File: src/rtl/multiply_booth_seq.sv
// Purpose : iterative radix-2 Booth multiplier, WIDTH x WIDTH -> 2*WIDTH,
//           signed or unsigned per operation.
// Latency : done pulses WIDTH+1 clocks after the accepting edge; one
//           operation per WIDTH+3 cycles.
// Backpressure: start is honoured only in IDLE; requests in RUN/DONE are
//           dropped, not queued.
//
// Ports:
//   clk            rising-edge clock
//   rst_n          synchronous active-low reset
//   start          operation request, accepted only when idle
//   signed_mode    1 = two's complement operands, 0 = unsigned
//   multiplicand_a operand A (sampled at accept)
//   multiplier_b   operand B (sampled at accept)
//   busy           high while iterating
//   done           one-cycle pulse; product valid from this cycle
//   product        2*WIDTH-bit result, held until the next completion/reset

module multiply_booth_seq #(
  parameter int WIDTH = 8
) (
  input  logic                 clk,
  input  logic                 rst_n,
  input  logic                 start,
  input  logic                 signed_mode,
  input  logic [WIDTH-1:0]     multiplicand_a,
  input  logic [WIDTH-1:0]     multiplier_b,
  output logic                 busy,
  output logic                 done,
  output logic [2*WIDTH-1:0]   product
);

  // Operands are carried one bit wider than WIDTH so that unsigned inputs
  // become non-negative signed values and the same Booth recoding serves
  // both modes. The accumulator gets one more bit on top of that so that
  // adding or subtracting the extended multiplicand can never overflow.
  localparam int EW = WIDTH + 1;
  localparam int AW = WIDTH + 2;
  localparam int CW = $clog2(WIDTH + 1);

  typedef enum logic [1:0] {
    S_IDLE = 2'd0,
    S_RUN  = 2'd1,
    S_DONE = 2'd2
  } state_t;

  state_t        state;
  logic [EW-1:0] m_reg;   // extended multiplicand
  logic [AW-1:0] acc;     // partial-product accumulator
  logic [EW-1:0] q_reg;   // extended multiplier, shifted out LSB first
  logic          q_m1;    // Booth history bit (q-1)
  logic [CW-1:0] cnt;     // Booth steps already performed

  logic [AW-1:0] m_ext;
  logic [AW-1:0] acc_sum;
  logic [AW-1:0] acc_nxt;
  logic [EW-1:0] q_nxt;
  logic          last_step;

  assign m_ext     = {m_reg[EW-1], m_reg};
  assign last_step = (cnt == CW'(WIDTH));

  // One Booth step: recode {q0, q-1}, add/subtract M into the accumulator,
  // then arithmetic-shift {acc, Q, q-1} right by one.
  always_comb begin
    acc_sum = acc;
    case ({q_reg[0], q_m1})
      2'b01:   acc_sum = acc + m_ext;
      2'b10:   acc_sum = acc - m_ext;
      default: acc_sum = acc;
    endcase
    acc_nxt = {acc_sum[AW-1], acc_sum[AW-1:1]};
    q_nxt   = {acc_sum[0], q_reg[EW-1:1]};
  end

  always_ff @(posedge clk) begin
    if (!rst_n) begin
      state   <= S_IDLE;
      busy    <= 1'b0;
      done    <= 1'b0;
      product <= '0;
      m_reg   <= '0;
      acc     <= '0;
      q_reg   <= '0;
      q_m1    <= 1'b0;
      cnt     <= '0;
    end else begin
      case (state)
        S_IDLE: begin
          done <= 1'b0;
          if (start) begin
            // Sign- or zero-extend by one bit depending on the mode.
            m_reg <= {signed_mode & multiplicand_a[WIDTH-1], multiplicand_a};
            q_reg <= {signed_mode & multiplier_b[WIDTH-1], multiplier_b};
            acc   <= '0;
            q_m1  <= 1'b0;
            cnt   <= '0;
            busy  <= 1'b1;
            state <= S_RUN;
          end
        end

        S_RUN: begin
          acc   <= acc_nxt;
          q_reg <= q_nxt;
          q_m1  <= q_reg[0];
          cnt   <= cnt + 1'b1;
          if (last_step) begin
            // After WIDTH+1 shifts the full product sits in {acc, Q}; the
            // low 2*WIDTH bits are exact for both modes because the true
            // product always fits in 2*WIDTH bits.
            product <= {acc_nxt[WIDTH-2:0], q_nxt};
            busy    <= 1'b0;
            done    <= 1'b1;
            state   <= S_DONE;
          end
        end

        S_DONE: begin
          done  <= 1'b0;
          state <= S_IDLE;
        end

        default: begin
          busy  <= 1'b0;
          done  <= 1'b0;
          state <= S_IDLE;
        end
      endcase
    end
  end

endmodule

File: config.mk
export PLATFORM = sky130hd
export DESIGN_NAME = multiply_booth_seq
export DESIGN_NICKNAME = d
export VERILOG_FILES = /design/src/rtl/multiply_booth_seq.sv
export SDC_FILE = /design/constraint.sdc
export NUM_CORES = 1
export LEC_CHECK = 0
export ABC_AREA = 1
export BUFFER_PORTS_ARGS = -buffer_cell sky130_fd_sc_hd__buf_2
export CAP_MARGIN = 20
export CORE_AREA = 2 2 86 88
export DETAILED_ROUTE_END_ITERATION = 7
export DIE_AREA = 0 0 88 90
export PLACE_DENSITY = 0.6
export SETUP_SLACK_MARGIN = 0.15
export SYNTH_ARGS = -nofsm -noshare
export SYNTH_HDL_FRONTEND = slang
export SYNTH_SLANG_ARGS = --single-unit
File: constraint.sdc
create_clock -name clk -period 2.2 [get_ports clk]
set_input_delay 0 -clock clk [delete_from_list [all_inputs] [get_ports clk]]
set_output_delay 0 -clock clk [all_outputs]
set_load 0.01 [all_outputs]
==> metrics.cfg, run 1 <==
[grt]
grtUsageTotal_pct = 18.5
grt_pass1_wl_um = 11600
grt_max_degree = 29
grt_overflow = 0
antenna_found_initial = 0
grt_pass1_vias = 2492

[floorplan]
fp.dieArea_um2 = 7920
core_area_um2 = 7020
die_w_um = 88
die_y_um = 90
rows = 31
ios = 38
initial_core_util_pct = 39.0

[synth]
ys_ff_latch = 52
synth_top_area_cell = dfxtp_1
avgSynthCellArea_um2 = 7.61
syn_inst = 360
synth_seq_area_share_pct = 38.0
synth_nets = 394
syn_area_um2 = 2740
synthTopCellsByArea = dfxtp_1 38%, nand2_1 9.0%, inv_1 6.2%
yosysUniqueCellTypes = 40
yosysTopAreaCellShare_pct = 38.0
synth_warnings = 0

[worst_setup_path]
slowest_delay_ps = 370
cp_max_fo = 5
cp.required_ps = 2440
path_class = reg2reg
critPathSlowestCell = ha_2
startpoint_type = register
cp_data_arrival_time_ps = 2470
crit_top_cell = nand2_1
crit_path_end_kind = register
path_cells = inv_2, ha_4, inv_4, nor2_4, inv_2, a22oi_1, ha_2, nand2_2, nand2_1, nand2_1, nand2_1, nand2_1, nand2_1, nor2_2, inv_1, nand2_1, nand3_2, a21oi_2

[sta]
rsz0062_at_grt = yes
hold_violations = 0
setup_viol = 3
skew_ps = 8.06
maxSlewViolCount = 0
post-route-period-util_pct = 101
timing.final.ws_setup_ps = -25.2
worst_pin_slew_ps = 403
max_slew_margin_pct = 73.1
maxClockFrequency_ghz = 0.449
period_needed_ps = 2230

[layout]
top_register = product
drive_gt1_share_pct = 30.2
fin_util_pct = 50.9
syn2layout_area_growth_pct = 30.5
fillers = 690
largest_reg_flops = 16
diodes = 0
fin_nets = 457

[drt]
routedWlPerCell_um = 13.3
drt-total-wl_um = 6940
ant_nets = 0
dr.pass1.iters = 4
drt_iter0_drc = 93
drc = 0
vias = 2569
viasPerCell = 4.91

[place]
port_buffers = 37
place.detailed.hpwl_um = 4990
place_congestion = 0.900
place_ws_ps = -120

[clock_tree]
cts_tree = yes
numClockSinks = 52
cts_root_buffer = clkbuf_8
clock_latency_ps = 310
cts_max_path_buffers = 2
path_clk_slew_ps = 90
htreeDepth = 2
cts_made_buffers = 5

[power_and_ir_drop]
p_per_area_nw_per_um2 = 685
peakVddDrop_mv = 0.497
p_leak_nw = 1.56

[run_status]
run_status = finished with violations
violations = negative setup slack

[hold_path]
hp-class = in2reg

[job]
cap_viol_max_count = 0

==> placed cells by master, fill, tap and decap left out, types with 7 or more instances in the layout <==
cell and n:
nand2_1 62, dfxtp_1 48, inv_1 39, buf_2 37
a21oi_1 22, o21ai_0 22, nand3_1 18, dlygate4sd3_1 17
nor2_1 14, buf_4 14, inv_2 12, o21ai_1 11
xor2_1 8, nor2_2 7, nand2_2 7, ha_4 7
clkbuf_8 7
==> Yosys cell counts (all sizes together) <==
master,number
o21ai,35
nand2,71
a22oi,6
a21o,2
a31oi,6
fa,1
xor2,8
o221ai,2
xnor2,1
mux2i,1
o21bai,1
nor3,1
inv,52
buf,10
nand3b,4
nand3,24
a21oi,28
a211oi,1
or2,1
nor2,26
dfxtp,52
ha,13
o211ai,1
a311oi,1
nand4,3
o22ai,6
clkbuf,3
==> worst paths after layout <==
kind,start,endpoint,slack [ps],depth (start not counted)
max,m_reg[0],acc[8],-30,18
min,start,state[0],50,3
max reg2reg,m_reg[0],acc[8],-30,18
min reg2reg,done,done,460,2
==> critical path, delay by kind of cell, from the launching register on <==
family / cells / cell delay (ps)
adder cells (fa/ha/maj): 2 / 510
AO/OA/AOI/OAI: 2 / 390
buffers and inverters: 4 / 220
AND/OR/NAND/NOR: 10 / 720
flip-flops: 1 / 330
==> what timing repair did <==
item / 4_1_cts / 5_1_grt
cloned: 0 / 0
gates resized for setup: 19 / 14
setup endpoints to repair: 15 / 14
hold endpoints to repair: 18 / 0
buffers inserted: 1 / 0
hold buffers: 17 / 0
pin swaps: 7 / 8
==> layer usage <==
layer  track usage (%)  up-vias  part of all wire, %
met5                 0        -                    0
met4              7.05        0                  2.4
met3              2.20       11                  2.5
met2              32.8       41                   51
met1              22.2     1203                   44
li1                  -     1314                    -
==> report_power, final <==
group | internal, W | switching, W
Combinational | 0.000310 | 0.000403
Clock | 0.000402 | 0.000320
Sequential | 0.000980 | 0.0000336
==> cell type report <==
cell class                      instances  area, um2  area share [%]
Inverter                               52        198            5.53
Timing Repair Buffer                   69        472            13.2
Multi-Input combinational cell        243       1610            45.0
Clock buffer                            7       96.3            2.70
Sequential cell                        52       1050            29.3
Clock inverter                          1       30.0           0.840
Tap cell                               99        124            3.47
==> cell families after synthesis <==
family                   share of synthesized area (%)
AND/OR/NAND/NOR                                   22.6
AO/OA/AOI/OAI                                     19.6
buffers and inverters                             9.91
flip-flops                                        38.0
adder cells (fa/ha/maj)                           6.67
XOR/XNOR                                          2.88
multiplexers                                     0.365
==> stage by stage <==
step                      hold slack, ps  cell area [um2]  setup TNS (ps)  total power [W]  instances
final                               46.3             3570           -51.3          0.00245        523
after global routing                57.3             3570            -771          0.00258        523
after CTS                           38.3             3530           -1.46          0.00244        523
after detailed placement             257             3140            -584          0.00164        497
after global placement               253             3140            -350          0.00163        497
after floorplan                      143             2810               0          0.00147        360
No activity file was read; power rests on OpenSTA's default activity.
==> run 2: changes to the inputs <==
- ABC_AREA: 1 -> default
- CORE_AREA: 2 2 86 88 -> 2 2 84 86
- DIE_AREA: 0 0 88 90 -> 0 0 86 88
- RECOVER_POWER: default -> 100
==> run 2 against run 1 <==
  * The run still ends with negative setup slack left
  * Clock power down 4.6%
  * Area after synthesis down 6.3%
  * Design area down 4.3%
  * Register-to-register slack worse by 90 ps
  * Worst setup slack lost 90 ps
  * Non-clock buffer count rose by 8
  * Power is 4.8% lower
  * Final cell count is 10% lower
  * First-iteration DRC count rose by 54%
  * Largest power group unchanged
  * Highest routed layer unchanged
==> metrics.cfg, run 2 <==
[clock_tree]
path_clk_slew_ps = 100  ; about the same
cts_tree = yes
htreeDepth = 2  ; unchanged
cts_root_buffer = clkbuf_8
clock_latency_ps = 310  ; about the same
numClockSinks = 52  ; unchanged
cts_made_buffers = 5  ; unchanged
cts_max_path_buffers = 2  ; unchanged

[synth]
yosysMostFrequentCell = nand2_1
yosysUniqueCellTypes = 45  ; +13%
synth_top_area_cell = dfxtp_1
synth_edf_count = 0  ; unchanged
yosysTopAreaCellShare_pct = 40.5  ; +2.6 points
synth_warnings = 0  ; unchanged
synthTopCellsByArea = dfxtp_1 41%, nand2_1 9.8%, a21oi_1 6.4%
async_flop_share_pct = 0  ; unchanged
synth_flop_cell = dfxtp_1
avgSynthCellArea_um2 = 8.10  ; +6.4%
synth_commonest_cells = 67 x nand2_1, 52 x dfxtp_1, 33 x a21oi_1, 26 x nor2_1, 18 x o21ai_0
synth_seq_area_share_pct = 40.5  ; +2.6 points
syn_area_um2 = 2570  ; -6.3%
syn_inst = 317  ; -12%
ys_ff_latch = 52  ; unchanged
synth_nets = 351  ; -11%

[worst_setup_path]
r2r_start = m_reg[1]
crit_path_end_kind = register
cp.required_ps = 2430  ; about the same
r2r-end = acc[7]
worstSetupEndpoint = acc[7]
reg2reg_depth = 10  ; -8
path_class = reg2reg
r2r_slack_ps = -110  ; -90 ps
setup.worst_path.start = m_reg[1]
cp_max_fo = 4  ; -1
cp_data_arrival_time_ps = 2540  ; +70 ps
startpoint_type = register

[sta]
maxClockFrequency_ghz = 0.432  ; -3.9%
worst_pin_slew_ps = 1030  ; +624 ps
timing.final.ws_setup_ps = -115  ; -89.7 ps
setup_viol = 8  ; +5
skew_ps = 8.05  ; -0.0168 ps
rsz0062_at_grt = yes
maxSlewViolCount = 0  ; unchanged
post-route-period-util_pct = 105  ; +4.1 points
period_needed_ps = 2310  ; +89.7 ps
max_slew_margin_pct = 31.3  ; -42 points
tns_ps = -500  ; -449 ps
hold_violations = 0  ; unchanged

[layout]
fin_nets = 423  ; -7.4%
diodes = 0  ; unchanged
fin_cells = 470  ; -10%
drive_gt1_share_pct = 24.4  ; -5.8 points
largest_reg_flops = 16  ; unchanged
top_register = product
fillers = 656  ; -4.9%
mostFrequentLayoutCells = 65 x nand2_1, 47 x dfxtp_1, 28 x a21oi_1
syn2layout_area_growth_pct = 33.2
fin_util_pct = 51.5  ; +0.57 points
final_common_cell = nand2_1

[place]
place_ws_ps = -160  ; -39.9 ps
place_congestion = 0.847  ; -5.8%
place.detailed.hpwl_um = 4850  ; -2.8%
dp.cells = 445  ; -10%
port_buffers = 37  ; unchanged

[drt]
drt-total-wl_um = 6700  ; -3.4%
routedWlPerCell_um = 14.3  ; +7.5%
viasPerCell = 5.18  ; +5.5%
drt_iter0_drc = 143  ; +54%
ant_nets = 0  ; unchanged
drc = 0  ; unchanged
vias = 2435  ; -5.2%
dr.pass1.iters = 4  ; unchanged

[floorplan]
die_w_um = 86  ; -2.3%
ios = 38  ; unchanged
initial_core_util_pct = 38.6  ; -0.39 points
fp.dieArea_um2 = 7570  ; -4.4%
core_area_um2 = 6640  ; -5.4%
die_y_um = 88  ; -2.2%
rows = 30  ; -3.2%

[power_and_ir_drop]
p_per_area_nw_per_um2 = 682  ; -0.48%
peakVddDrop_mv = 0.406  ; -18%
p_leak_nw = 1.35  ; -14%

[grt]
grt_pass1_vias = 2359  ; -5.3%
grt_max_degree = 20  ; -31%
antenna_found_initial = 0  ; unchanged
grt_overflow = 0  ; unchanged
grt_pass1_wl_um = 11200  ; -4.0%
grtUsageTotal_pct = 18.5  ; +0.083 points

[hold_path]
hp-class = in2reg

[run_status]
violations = negative setup slack
run_status = finished with violations

[job]
cap_viol_max_count = 0  ; unchanged

## run 2: kinds of logic (layout without fill, tap and decap cells)
logic type | after synthesis | count (layout) | share of synthesized area, %
multiplexers | 5 | 5 | 2.10
AND/OR/NAND/NOR | 115 | 115 | 19.0
XOR/XNOR | 13 | 13 | 4.43
adder cells (fa/ha/maj) | 14 | 14 | 7.12
flip-flops | 52 | 52 | 40.5
buffers and inverters | 27 | 100 | 4.09
AO/OA/AOI/OAI | 91 | 91 | 22.8
## run 2: per-stage QoR
step	total power, W	area, um2	hold WS, ps
detailed placement	0.00157	3050	242
global route	0.00246	3420	44.1
finish	0.00233	3420	0.938
floorplan	0.00140	2650	128
CTS	0.00230	3370	1.58
global placement	0.00156	3050	241
## run 2: cell type report
type | count | area (um2) | share of cell area, %
Timing Repair Buffer | 77 | 497 | 14.5
Sequential cell | 52 | 1050 | 30.7
Clock buffer | 5 | 68.8 | 2.01
Clock inverter | 3 | 46.3 | 1.35
Inverter | 15 | 58.8 | 1.72
Multi-Input combinational cell | 238 | 1600 | 46.8
Tap cell | 80 | 100 | 2.93
## run 2: where the power goes
group | internal (W) | total, W | switching [W]
Combinational | 0.000309 | 0.000635 | 0.000326
Sequential | 0.000974 | 0.00101 | 0.0000352
Clock | 0.000345 | 0.000689 | 0.000343
## run 2: worst min path at each step
stage / start / end / slack (ps) / cells after the start
after floorplan: multiplicand_a[1] / m_reg[1] / 130 / 2
after global placement: multiplicand_a[6] / m_reg[6] / 240 / 3
after detailed placement: multiplicand_a[0] / m_reg[0] / 240 / 3
after CTS: multiplier_b[1] / q_reg[1] / 2 / 3
after global routing: multiplier_b[1] / q_reg[1] / 40 / 3
final: multiplier_b[1] / q_reg[1] / 0.9 / 3
## run 2: worst max-delay path: stages (launching register included)
cell      delay (ps)
dfxtp_4          380
inv_4             40
ha_4             220
mux2_4           280
fa_2             390
nor2b_4          160
o21ai_4          100
a21oi_4          170
o22ai_2          110
xor2_1           180
a221oi_2         200
## run 2: timing repair
action,CTS,global route
setup endpoints to repair,12,22
hold buffers,15,0
endpoints found under the hold margin,15,0
setup buffers,1,1
resized for setup,13,17
pin swaps,8,11
## run 2: layer usage
metal / wire length (um) / track usage (%) / vias up
met2: 3140 / 29.7 / 41
met4: 104 / 5.63 / 0
met5: 0 / 0 / -
met3: 223 / 3.02 / 8
met1: 3240 / 25.8 / 1133
li1: - / - / 1253
